**src/rtl/imm_gen_pipe.sv**
```systemverilog
// Pipelined RISC-V immediate generator with a 2-entry skid buffer and valid/ready handshake.
// Optional macro IMM_ERR_CNT_EN adds a saturating 16-bit reserved-encoding counter (err_cnt).
module imm_gen_pipe #(
  parameter int XLEN  = 64,
  parameter int TAG_W = 8
) (
  input  logic             clk,
  input  logic             rst_n,
  input  logic             flush,
  input  logic             in_valid,
  output logic             in_ready,
  input  logic [31:0]      instr,
  input  logic [2:0]       imm_src,
  input  logic [TAG_W-1:0] in_tag,
  output logic             out_valid,
  input  logic             out_ready,
  output logic [XLEN-1:0]  imm_out,
  output logic [TAG_W-1:0] out_tag,
  output logic             out_err
`ifdef IMM_ERR_CNT_EN
  ,
  output logic [15:0]      err_cnt
`endif
);

  typedef enum logic [1:0] {EMPTY = 2'd0, ONE = 2'd1, TWO = 2'd2} state_t;

  state_t state, state_nxt;

  // Raw 32-bit immediate; every format except Z is built as a signed value from instr[31].
  function automatic logic signed [31:0] gen_imm(input logic [31:0] ins, input logic [2:0] src);
    logic signed [31:0] r;
    case (src)
      3'b000:  r = {{20{ins[31]}}, ins[31:20]};
      3'b001:  r = {{20{ins[31]}}, ins[31:25], ins[11:7]};
      3'b010:  r = {{20{ins[31]}}, ins[7], ins[30:25], ins[11:8], 1'b0};
      3'b011:  r = {{12{ins[31]}}, ins[19:12], ins[20], ins[30:21], 1'b0};
      3'b100:  r = {ins[31:12], 12'b0};
      3'b101:  r = {27'b0, ins[19:15]};
      default: r = '0;
    endcase
    return r;
  endfunction

  function automatic logic [15:0] sat_inc(input logic [15:0] v);
    return (v == 16'hFFFF) ? v : v + 16'd1;
  endfunction

  logic signed [31:0]      imm32_p0;
  logic signed [XLEN-1:0]  imm_p0;
  logic                    err_p0;
  logic                    unused_opcode;

  assign imm32_p0      = gen_imm(instr, imm_src);
  assign err_p0        = imm_src[2] & imm_src[1];
  assign unused_opcode = ^instr[6:0];

  // Z is zero in the upper bits already, so sign-extending imm32 is correct for all formats.
  if (XLEN > 32) begin : g_ext
    assign imm_p0 = {{(XLEN-32){imm32_p0[31]}}, imm32_p0};
  end else begin : g_trunc
    assign imm_p0 = imm32_p0[XLEN-1:0];
  end

  // ---- p0 -> p1: head / skid storage ----
  logic signed [XLEN-1:0]  head_imm_p1, skid_imm_p1;
  logic [TAG_W-1:0]        head_tag_p1, skid_tag_p1;
  logic                    head_err_p1, skid_err_p1;
  logic                    acc, pop;
  logic                    load_head, load_skid, head_from_skid;

  assign in_ready  = (state != TWO);
  assign out_valid = (state != EMPTY);
  assign acc       = in_valid && in_ready;
  assign pop       = out_valid && out_ready;

  always_comb begin
    state_nxt      = state;
    load_head      = 1'b0;
    load_skid      = 1'b0;
    head_from_skid = 1'b0;
    if (flush) begin
      state_nxt = EMPTY;
    end else begin
      case (state)
        EMPTY: if (acc) begin
          state_nxt = ONE;
          load_head = 1'b1;
        end
        ONE: begin
          if (acc && !pop) begin
            state_nxt = TWO;
            load_skid = 1'b1;
          end else if (acc && pop) begin
            load_head = 1'b1;
          end else if (pop) begin
            state_nxt = EMPTY;
          end
        end
        TWO: if (pop) begin
          state_nxt      = ONE;
          head_from_skid = 1'b1;
        end
        default: state_nxt = EMPTY;
      endcase
    end
  end

  always_ff @(posedge clk or negedge rst_n) begin
    if (!rst_n) state <= EMPTY;
    else        state <= state_nxt;
  end

  // Data is reset too so the outputs read zero while the block is held in reset.
  always_ff @(posedge clk or negedge rst_n) begin
    if (!rst_n) begin
      head_imm_p1 <= '0;
      head_tag_p1 <= '0;
      head_err_p1 <= 1'b0;
      skid_imm_p1 <= '0;
      skid_tag_p1 <= '0;
      skid_err_p1 <= 1'b0;
    end else begin
      if (load_head) begin
        head_imm_p1 <= imm_p0;
        head_tag_p1 <= in_tag;
        head_err_p1 <= err_p0;
      end else if (head_from_skid) begin
        head_imm_p1 <= skid_imm_p1;
        head_tag_p1 <= skid_tag_p1;
        head_err_p1 <= skid_err_p1;
      end
      if (load_skid) begin
        skid_imm_p1 <= imm_p0;
        skid_tag_p1 <= in_tag;
        skid_err_p1 <= err_p0;
      end
    end
  end

  assign imm_out = head_imm_p1;
  assign out_tag = head_tag_p1;
  assign out_err = head_err_p1;

`ifdef IMM_ERR_CNT_EN
  // Counted at accept time, so an entry that is later flushed still counts.
  always_ff @(posedge clk or negedge rst_n) begin
    if (!rst_n)             err_cnt <= '0;
    else if (acc && err_p0) err_cnt <= sat_inc(err_cnt);
  end
`endif

endmodule

```
**config.mk**
```make
export PLATFORM = sky130hd
export DESIGN_NAME = imm_gen_pipe
export DESIGN_NICKNAME = d
export VERILOG_FILES = /design/src/rtl/imm_gen_pipe.sv
export SDC_FILE = /design/constraint.sdc
export NUM_CORES = 1
export LEC_CHECK = 0
export CORE_MARGIN = 2
export CORE_UTILIZATION = 47
export DETAILED_ROUTE_END_ITERATION = 12
export PLACE_DENSITY = 0.9
export SYNTH_ARGS = -nofsm -noshare
export SYNTH_HDL_FRONTEND = slang
export SYNTH_SLANG_ARGS = --single-unit
```
**constraint.sdc**
```tcl
create_clock -name clk -period 1.9 [get_ports clk]
set_input_delay 0.38 -clock clk [delete_from_list [all_inputs] [get_ports clk]]
set_output_delay 0.38 -clock clk [all_outputs]
set_load 0.02 [all_outputs]
```
## Word level (Yosys, flattened, before mapping)

Index checks and enable logic that the tools add are counted.

| word-level totals | value |
|---|---|
| bits of input ports | 48 |
| register bits | 116 |

| cells by class | value |
|---|---|
| muxes and demuxes | 25 |
| reduce and logical (&&, ||, !) cells | 10 |
| bitwise gates (word level) | 1 |
| equal/unequal tests | 12 |

Operator list:

| operator | number |
|---|---|
| $pmux 32 s6 | 1 |
| $mux 64 | 2 |
| $mux 8 | 2 |
| $mux 1 | 12 |
| $mux 2 | 6 |
| $ne 4x4->1 const B | 2 |
| $eq 3x2->1 const B | 2 |
| $eq 3x3->1 const B | 2 |
| $ne 3x3->1 const B | 2 |
| $pmux 2 s3 | 1 |
| $logic_and 1x1->1 | 4 |
| $reduce_and 4->1 | 1 |
| $reduce_bool 2->1 | 2 |
| $eq 3x1->1 const B | 1 |
| $logic_not 3->1 | 1 |
| $eq 2x1->1 const B | 1 |
| $eq 2x2->1 const B | 1 |
| $logic_not 2->1 | 1 |
| $ne 2x2->1 const B | 1 |
| $pmux 1 s2 | 1 |
| $and 1x1->1 | 1 |
| $logic_not 1->1 | 1 |

## Longest topological paths before layout

Gate-level depths: netlist (run 1).

| logic depth | value |
|---|---|
| depth in word-level cells | 8 |
| mapped depth | 7 |
| mapped depth without buffers | 4 |

## Least setup slack after synthesis (run 1)

Ideal clock, no wire load.

| timing path | value |
|---|---|
| kind | input-to-reg |
| from | input port imm_src[0] |
| to | register skid_imm_p1[4] |
| data arrival time | 1482 ps |
| stages on the path | 5 |
| data required time | 1775 ps |
| buffers on the path | 1 |
| library setup time | 125 ps |
| slack | 293 ps |
| cell sequence | buf_2 xor2_1 mux2i_1 o21ai_0 mux2_2 |

| on the way | value |
|---|---|
| word-level cells in the longest chain between the ends | 2 |
| elaborated cells on any way between the ends | 7 |
| those cells by class | eq/ne: 5; mux: 1; reduce/logical: 1 |

Ends and longest elaborated chain:

| what | line | text |
|---|---|---|
| from (decl) | 13 | `input logic [2:0] imm_src,` |
| $eq 3x3->1 (tied with other cells) | 33 | `case (src)` |
| $pmux 32 s6 * | 33 |  |
| to (signal assigned) | 134 | `skid_imm_p1 <= imm_p0;` |
| to (decl) | 66 | `logic signed [XLEN-1:0] head_imm_p1, skid_imm_p1;` |

Every way passes the cells marked *; elsewhere a longest branch is shown, timed or not.
A chain may end at the register's enable or synchronous reset.

## Worst setup path after layout (run 1)

| timing path | value |
|---|---|
| from | register state[0] |
| to | output port out_valid |

| on the way | value |
|---|---|
| word-level cells in the longest chain between the ends | 1 |

Ends and longest elaborated chain:

| what | line | text |
|---|---|---|
| from (decl) | 28 | `state_t state, state_nxt;` |
| from (signal assigned) | 111 | `else state <= state_nxt;` |
| $reduce_bool 2->1 | 73 | `assign out_valid = (state != EMPTY);` |
| to (decl) | 15 | `output logic out_valid,` |

No other way between the ends.

==> metrics.md, run 1 <==
| Metric | Value |
|---|---|
| DRT Pass-1 Iters | 5 |
| Hold Slack | 0.477 ns |
| Core Area | 8300 µm² |
| CP Max Fanout | 7 |
| Layout cells sized above 1 | 11.0% |
| CTS HTree Levels | 3 |
| Worst path cell trace | or2_2 > dlygate4sd2_1 |
| FILL cells | 638 |
| Required time worst endpoint | 1.52 ns |
| Finished Layout Cells | 624 |
| Dpl ws | -0.171 ns |
| Static Leakage | 2.58 nW |
| Via Count | 3,581 |
| Post-CTS Setup Inserts | 0 |
| Max Buffers Root-to-Sink | 2 |
| WL/cell | 17.4 µm |
| Clock root cell | clkbuf_8 |
| Worst-margin pin slew | 0.525 ns |
| Sequential cell area fraction in the yosys report | 51.9% |
| Worst Hold Class | reg -> reg |
| Placed cell count | 607 |
| Top-Level Pins | 123 |
| CP Launch Type | flip-flop |
| Clock sinks | 84 |
| Initial drt markers | 279 |
| Cell row count | 33 |
| PortBufs | 115 |
| Final worst setup slack | 0.0700 ns |
| Synth Warn # | 0 |
| Final-report max-slew violation count | 0 |
| Skew final | 0.0103 ns |
| Die area | 9380 µm² |
| Total routed wirelength | 10.9 mm |
| Kind of critical path | reg -> out |
| Max Cap Viol | 0 |
| Period utilisation layout | 96.3% |
| Crit path capture type | primary output |
| Grt ovf | 0 |
| Crit path max-delay family | flip-flops |
| Pwr Density | 972 nW/µm² |
| Die Y | 96.9 µm |
| Vias in the first global route | 3,431 |
| Post-synth cell types | 33 |
| Tot GR Track Use | 23.3% |
| Remaining antenna violation count | 0 |
| Post-route DRC violation count | 0 |
| GP Congestion | 0.836 |
| Buf/Inv on CP | 1 |
| Syn Inst Count | 417 |
| Ant. Diodes | 0 |
| Final Net Count | 562 |
| Initial Util | 48.8% |
| Max VDD drop | 0.395 mV |
| WP data arrival | 1.45 ns |
| Power, Total | 5.34 mW |
| Slowest CP cell | dfrtp_1 |
| CP max stage delay | 0.45 ns |
| Cts bufs inserted | 9 |
| CTS tree | yes |
| Clk pin slew, worst setup/hold paths | 0.09 ns |
| Final Hold Vio Count | 0 |
| Final setup TNS | 0 ns |
| Post-Place Cell Area | 5300 µm² |
| Min cycle time layout | 1.83 ns |
| Status | completed |
| Cell area after synthesis | 4050 µm² |
| First-pass GRT wire length | 17.7 mm |
| Die width | 96.9 µm |
| Area Growth Syn to Fin | 35.7% |
| Unrepaired setup endpoints after global routing | no |
| Design Area, Final | 5500 µm² |
| Worst-Skew Late Latency | 0.36 ns |
| Max transition margin | 65.0% |
| Synth Register Bits | 84 |
| Initial antenna violation count | 0 |
| Fin util | 66.3% |
| F_max | 546 MHz |
| Post-Syn Nets | 465 |
| Setup violations, final | 0 |
| Syn Area/Cell | 9.72 µm² |
| Post-DP HPWL | 7.54 mm |
| Vias/cell | 5.74 |
| Largest net degree at the start of global routing | 64 |
-- cell usage in the layout, fill, tap and decap left out, types with 2 or more instances in the layout --
cell type        instances
a22oi_1                 21
clkbuf_8                 9
a2bb2oi_1                3
and2_1                   2
a211oi_1                 8
clkdlybuf4s50_1         79
bufinv_16                2
nor2b_1                  9
nand3b_1                 6
mux2_2                   2
dfrtp_1                 84
dlygate4sd2_1           35
o22a_1                   9
a221o_1                 14
nor2_1                  11
buf_12                   8
nand2b_1                 3
inv_1                    2
clkinv_4                 2
a21oi_1                 23
and2_0                   4
mux2i_1                  6
a31oi_1                  9
nor3_2                   2
nand2_1                 86
a22o_1                   2
inv_6                    2
buf_4                   25
a21o_1                   2
o21ai_0                 38
-- report_power, final --
group          leakage (nW)  switching (mW)  internal (mW)
combinational          1.38           0.823          0.714
sequential             1.08           0.209           2.13
clock                 0.116           0.708          0.763
-- layout make-up --
cell class	count	area, µm²	area share (%)
sequential	84	2100	38.2
timing repair buffer	148	1460	26.5
multi-input combinational	269	1570	28.6
inverter	2	7.51	0.136
tap	105	131	2.39
clock inverter	7	106	1.93
clock buffer	9	124	2.25
-- cell families (layout without fill, tap and decap cells) --
| kind of cell | after synthesis | in the layout | synth area share [%] |
|---|---|---|---|
| xor+xnor | 1 | 1 | 0.216 |
| simple gates | 130 | 130 | 14.8 |
| buf+inv | 64 | 166 | 9.42 |
| flops | 84 | 84 | 51.9 |
| compound gates | 130 | 130 | 21.7 |
| mux | 8 | 8 | 2.04 |
-- metal layers --
metal  vias up  track usage, %  wire length, µm
met4         0            12.0              359
met1      1747            30.7             4460
li1       1627               -                -
met3        30            3.47              646
met2       177            37.7             5400
met5         -               0                0
-- state kept, by name, indices dropped and copies added, names as in the netlist --
signal       count
imm_out         32
out_err          1
out_tag          8
skid_err_p1      1
skid_imm_p1     32
skid_tag_p1      8
state            2
-- final timing paths --
| check | from | endpoint | slack [ns] | depth (start not counted) |
|---|---|---|---|---|
| max reg2reg | state[0] | imm_out[29] | 0.25 | 5 |
| min in group asynchronous | rst_n | out_tag[1] | 0.56 | 2 |
| min reg2reg | skid_imm_p1[6] | skid_imm_p1[6] | 0.48 | 2 |
| min | skid_imm_p1[6] | skid_imm_p1[6] | 0.48 | 2 |
| max in group asynchronous | rst_n | skid_imm_p1[30] | 0.81 | 3 |
| max | state[0] | out_valid | 0.07 | 2 |
-- synthesized netlist by cell type --
cell / count / share of area [%]
a211oi_1: 8 / 1.5
a21o_1: 2 / 0.37
a21oi_1: 23 / 2.8
a221o_1: 14 / 3.5
a22o_1: 2 / 0.43
a22oi_1: 21 / 3.9
a2bb2oi_1: 3 / 0.65
a31oi_1: 9 / 1.4
a31oi_4: 1 / 0.52
and2_0: 4 / 0.62
and2_1: 2 / 0.31
and2b_1: 1 / 0.19
and3b_1: 1 / 0.22
and4bb_1: 1 / 0.31
buf_2: 8 / 0.99
buf_4: 35 / 6.5
clkbuf_1: 19 / 1.8
dfrtp_1: 84 / 52
inv_1: 2 / 0.19
mux2_2: 2 / 0.56
mux2i_1: 6 / 1.5
nand2_1: 86 / 8.0
nand2b_1: 3 / 0.46
nand3_1: 2 / 0.25
nand3b_1: 6 / 1.1
nor2_1: 11 / 1.0
nor2b_1: 9 / 1.4
nor3_2: 2 / 0.49
nor3b_2: 1 / 0.31
o21ai_0: 38 / 4.7
o22a_1: 9 / 1.9
or2_2: 1 / 0.15
xor2_1: 1 / 0.22
-- what timing repair did --
action / CTS / global route
resized for setup: 35 / 0
endpoints found under the hold margin: 16 / 0
hold buffers: 1 / 0
endpoints found under the setup margin: 35 / 0
-- tightest hold or removal path, delay by kind of cell (launching register included) --
kind | cells | cell delay, ns
flip-flops | 1 | 0.35
AND/OR/NAND/NOR | 2 | 0.10
(Power assumes the default switching activity.)
==> inputs of run 2 (changes only) <==
--- a/config.mk
+++ b/config.mk
@@ -8,7 +8,8 @@
 export CORE_MARGIN = 2
 export CORE_UTILIZATION = 47
 export DETAILED_ROUTE_END_ITERATION = 12
-export PLACE_DENSITY = 0.9
+export PLACE_DENSITY = 0.8
+export REMOVE_ABC_BUFFERS = 1
 export SYNTH_ARGS = -nofsm -noshare
 export SYNTH_HDL_FRONTEND = slang
 export SYNTH_SLANG_ARGS = --single-unit
==> run 2 against run 1 <==
Register-to-register slack worse by 0.08 ns. Critical path type unchanged. Clock-buffer cell count rose by 3. Sequential share of layout area fell by 0.57 points. Non-clock buffer count rose by 10. Cell count rose by 1.6%.
==> metrics.md, run 2 (synthesis gave the netlist of run 1 again) <==
| Metric | Value |
|---|---|
| Status | completed |
| Grt ovf | 0 (unchanged) |
| WP data arrival | 1.42 ns (-0.03 ns) |
| Post-CTS Setup Inserts | 0 (unchanged) |
| Unrepaired setup endpoints after global routing | no |
| Worst setup path startpoint | state[0] |
| Worst-margin pin slew | 0.492 ns (-0.0330 ns) |
| Vias/cell | 5.57 (-3.0%) |
| Placed cell count | 617 (+1.6%) |
| First-pass GRT wire length | 17.8 mm (+0.54%) |
| Final Net Count | 572 (+1.8%) |
| Final-report max-slew violation count | 0 (unchanged) |
| Most frequent cells in the layout | 86 x nand2_1, 84 x dfrtp_1, 79 x clkdlybuf4s50_1 |
| F_max | 554 MHz (+1.4%) |
| CTS HTree Levels | 3 (unchanged) |
| Crit path capture type | primary output |
| Clock root cell | clkbuf_8 |
| CP Launch Type | flip-flop |
| Remaining antenna violation count | 0 (unchanged) |
| Ant. Diodes | 0 (unchanged) |
| Die Y | 96.9 µm (unchanged) |
| Fin util | 67.3% (+1.0 points) |
| Largest net degree at the start of global routing | 44 (-31%) |
| Design Area, Final | 5580 µm² (+1.5%) |
| Dpl ws | -0.0874 ns (+0.0840 ns) |
| Internal power | 3.79 mW (+5.2%) |
| Required time worst endpoint | 1.52 ns (about the same) |
| Worst Hold Class | reg -> reg |
| Hold Path Depth | 2 (unchanged) |
| Worst-Skew Late Latency | 0.35 ns (about the same) |
| Pwr Density | 973 nW/µm² (+0.15%) |
| Cell row count | 33 (unchanged) |
| Final Hold Vio Count | 0 (unchanged) |
| Initial Util | 48.8% (unchanged) |
| Comb pwr share | 28.4% (-0.4 points) |
| FF-to-FF path depth | 5 (unchanged) |
| Cts bufs inserted | 9 (unchanged) |
| Skew final | 0.0116 ns (+0.00136 ns) |
| Flop pwr share | 42.8% (-0.9 points) |
| Worst Hold Launch | skid_imm_p1[10] |
| WL/cell | 16.7 µm (-4.0%) |
| Clock sinks | 84 (unchanged) |
| Min cycle time layout | 1.80 ns (-0.0250 ns) |
| Tot GR Track Use | 23.2% (-0.14 points) |
| Clk pin slew, worst setup/hold paths | 0.08 ns (about the same) |
| Kind of critical path | reg -> out |
| Die area | 9380 µm² (unchanged) |
| Post-DP HPWL | 7.39 mm (-2.0%) |
| Area Growth Syn to Fin | 37.8% |
| Net Sw Power | 1.64 mW (-5.7%) |
| Sw Share | 30.2% (-2.4 points) |
| Max VDD drop | 0.462 mV (+17%) |
| Max transition margin | 67.2% (+2.2 points) |
| Worst reg2reg setup slack | 0.17 ns (-0.08 ns) |
| GP Congestion | 0.893 (+6.8%) |
| Setup violations, final | 0 (unchanged) |
| CP Max Fanout | 7 (unchanged) |
| Multi-input logic area | 1570 µm² (unchanged) |
| Period utilisation layout | 95.0% (-1.3 points) |
| Final worst setup slack | 0.0950 ns (+0.0250 ns) |
| Total routed wirelength | 10.6 mm (-2.4%) |
| Static Leakage | 2.63 nW (+1.9%) |
| Finished Layout Cells | 634 (+1.6%) |
| Post-route DRC violation count | 0 (unchanged) |
| Max Cap Viol | 0 (unchanged) |
| Via Count | 3,530 (-1.4%) |
| Die width | 96.9 µm (unchanged) |
| PortBufs | 115 (unchanged) |
| Power, Total | 5.43 mW (+1.7%) |
| Post-Place Cell Area | 5370 µm² (+1.2%) |
| FILL cells | 652 (+2.2%) |
| Clock power frac | 28.8% (+1.3 points) |
| CTS tree | yes |
| Top-Level Pins | 123 (unchanged) |
| Layout cells sized above 1 | 12.7% (+1.7 points) |
| R2r startpoint | state[0] |
| Max Buffers Root-to-Sink | 2 (unchanged) |
| Core Area | 8300 µm² (unchanged) |
| DRT Pass-1 Iters | 4 (-1) |
| Vias in the first global route | 3,498 (+2.0%) |
| Initial antenna violation count | 0 (unchanged) |
| Commonest non-fill, non-tap cell in the layout | nand2_1 |
| Initial drt markers | 225 (-19%) |
| FF+latch area | 2100 µm² (unchanged) |
-- run 2: cell count changes in the layout (fill, tap and decap cells not counted) --
cell and change:
buf_4 +11, clkbuf_8 +2, clkinv_4 -2, inv_6 -2, and4bb_1 -1, and4bb_2 +1
buf_12 -1, bufinv_16 +1, clkbuf_1 +1, clkinv_2 +1, inv_8 -1
-- run 2: final timing paths --
kind / end
max in group asynchronous: imm_out[4]
worst min-delay path: skid_imm_p1[10]
worst max-delay path: out_valid
worst min register to register: skid_imm_p1[10]
min in group asynchronous: imm_out[29]
worst max register to register: out_err
-- run 2: power groups by stage --
stage	clock network [mW]	logic, mW	registers [mW]
floorplan	0	0.416	2.65
global placement	0	1.59	2.33
detailed placement	0	1.63	2.35
CTS	1.59	1.56	2.32
global route	1.67	1.67	2.36
finish	1.57	1.54	2.32
-- run 2: what timing repair did --
item | in CTS | in global routing
hold buffers | 1 | 0
endpoints found under the hold margin | 6 | 0
endpoints found under the setup margin | 35 | 0
resized for setup | 35 | 0
-- run 2: critical path, cell delays in order, from the launching register on --
cell           delay [ns]
dfrtp_1              0.45
or2_2                0.31
dlygate4sd2_1        0.32
-- run 2: layout make-up --
class | instances | area share (%)
timing repair buffer | 158 | 27.2
clock inverter | 4 | 1.70
tap | 105 | 2.35
inverter | 2 | 0.134
clock buffer | 12 | 2.78
multi-input combinational | 269 | 28.2
sequential | 84 | 37.7
-- run 2: metal layers --
| metal | GRT usage, % | vias up | part of all wire, % |
|---|---|---|---|
| met5 | 0 | - | 0 |
| met4 | 7.37 | 0 | 1.2 |
| met3 | 3.54 | 12 | 5.4 |
| met2 | 36.3 | 123 | 49 |
| met1 | 33.4 | 1745 | 45 |
| li1 | - | 1650 | - |
-- run 2: through the flow --
step	hold slack [ns]	setup TNS, ns
after floorplan	0.0844	-113.08
after global placement	0.369	-0.672
after detailed placement	0.378	-1.61
after CTS	0.464	0
after global routing	0.496	0
final	0.457	0
==> inputs of run 3 (changes only) <==
--- a/config.mk
+++ b/config.mk
@@ -7,6 +7,7 @@
 export LEC_CHECK = 0
 export CORE_MARGIN = 2
 export CORE_UTILIZATION = 47
+export CTS_CLUSTER_SIZE = 24
 export DETAILED_ROUTE_END_ITERATION = 12
 export PLACE_DENSITY = 0.8
 export REMOVE_ABC_BUFFERS = 1
==> results of run 3 <==
Same layout as run 2: the final DEF is identical, and so are final timing and power.
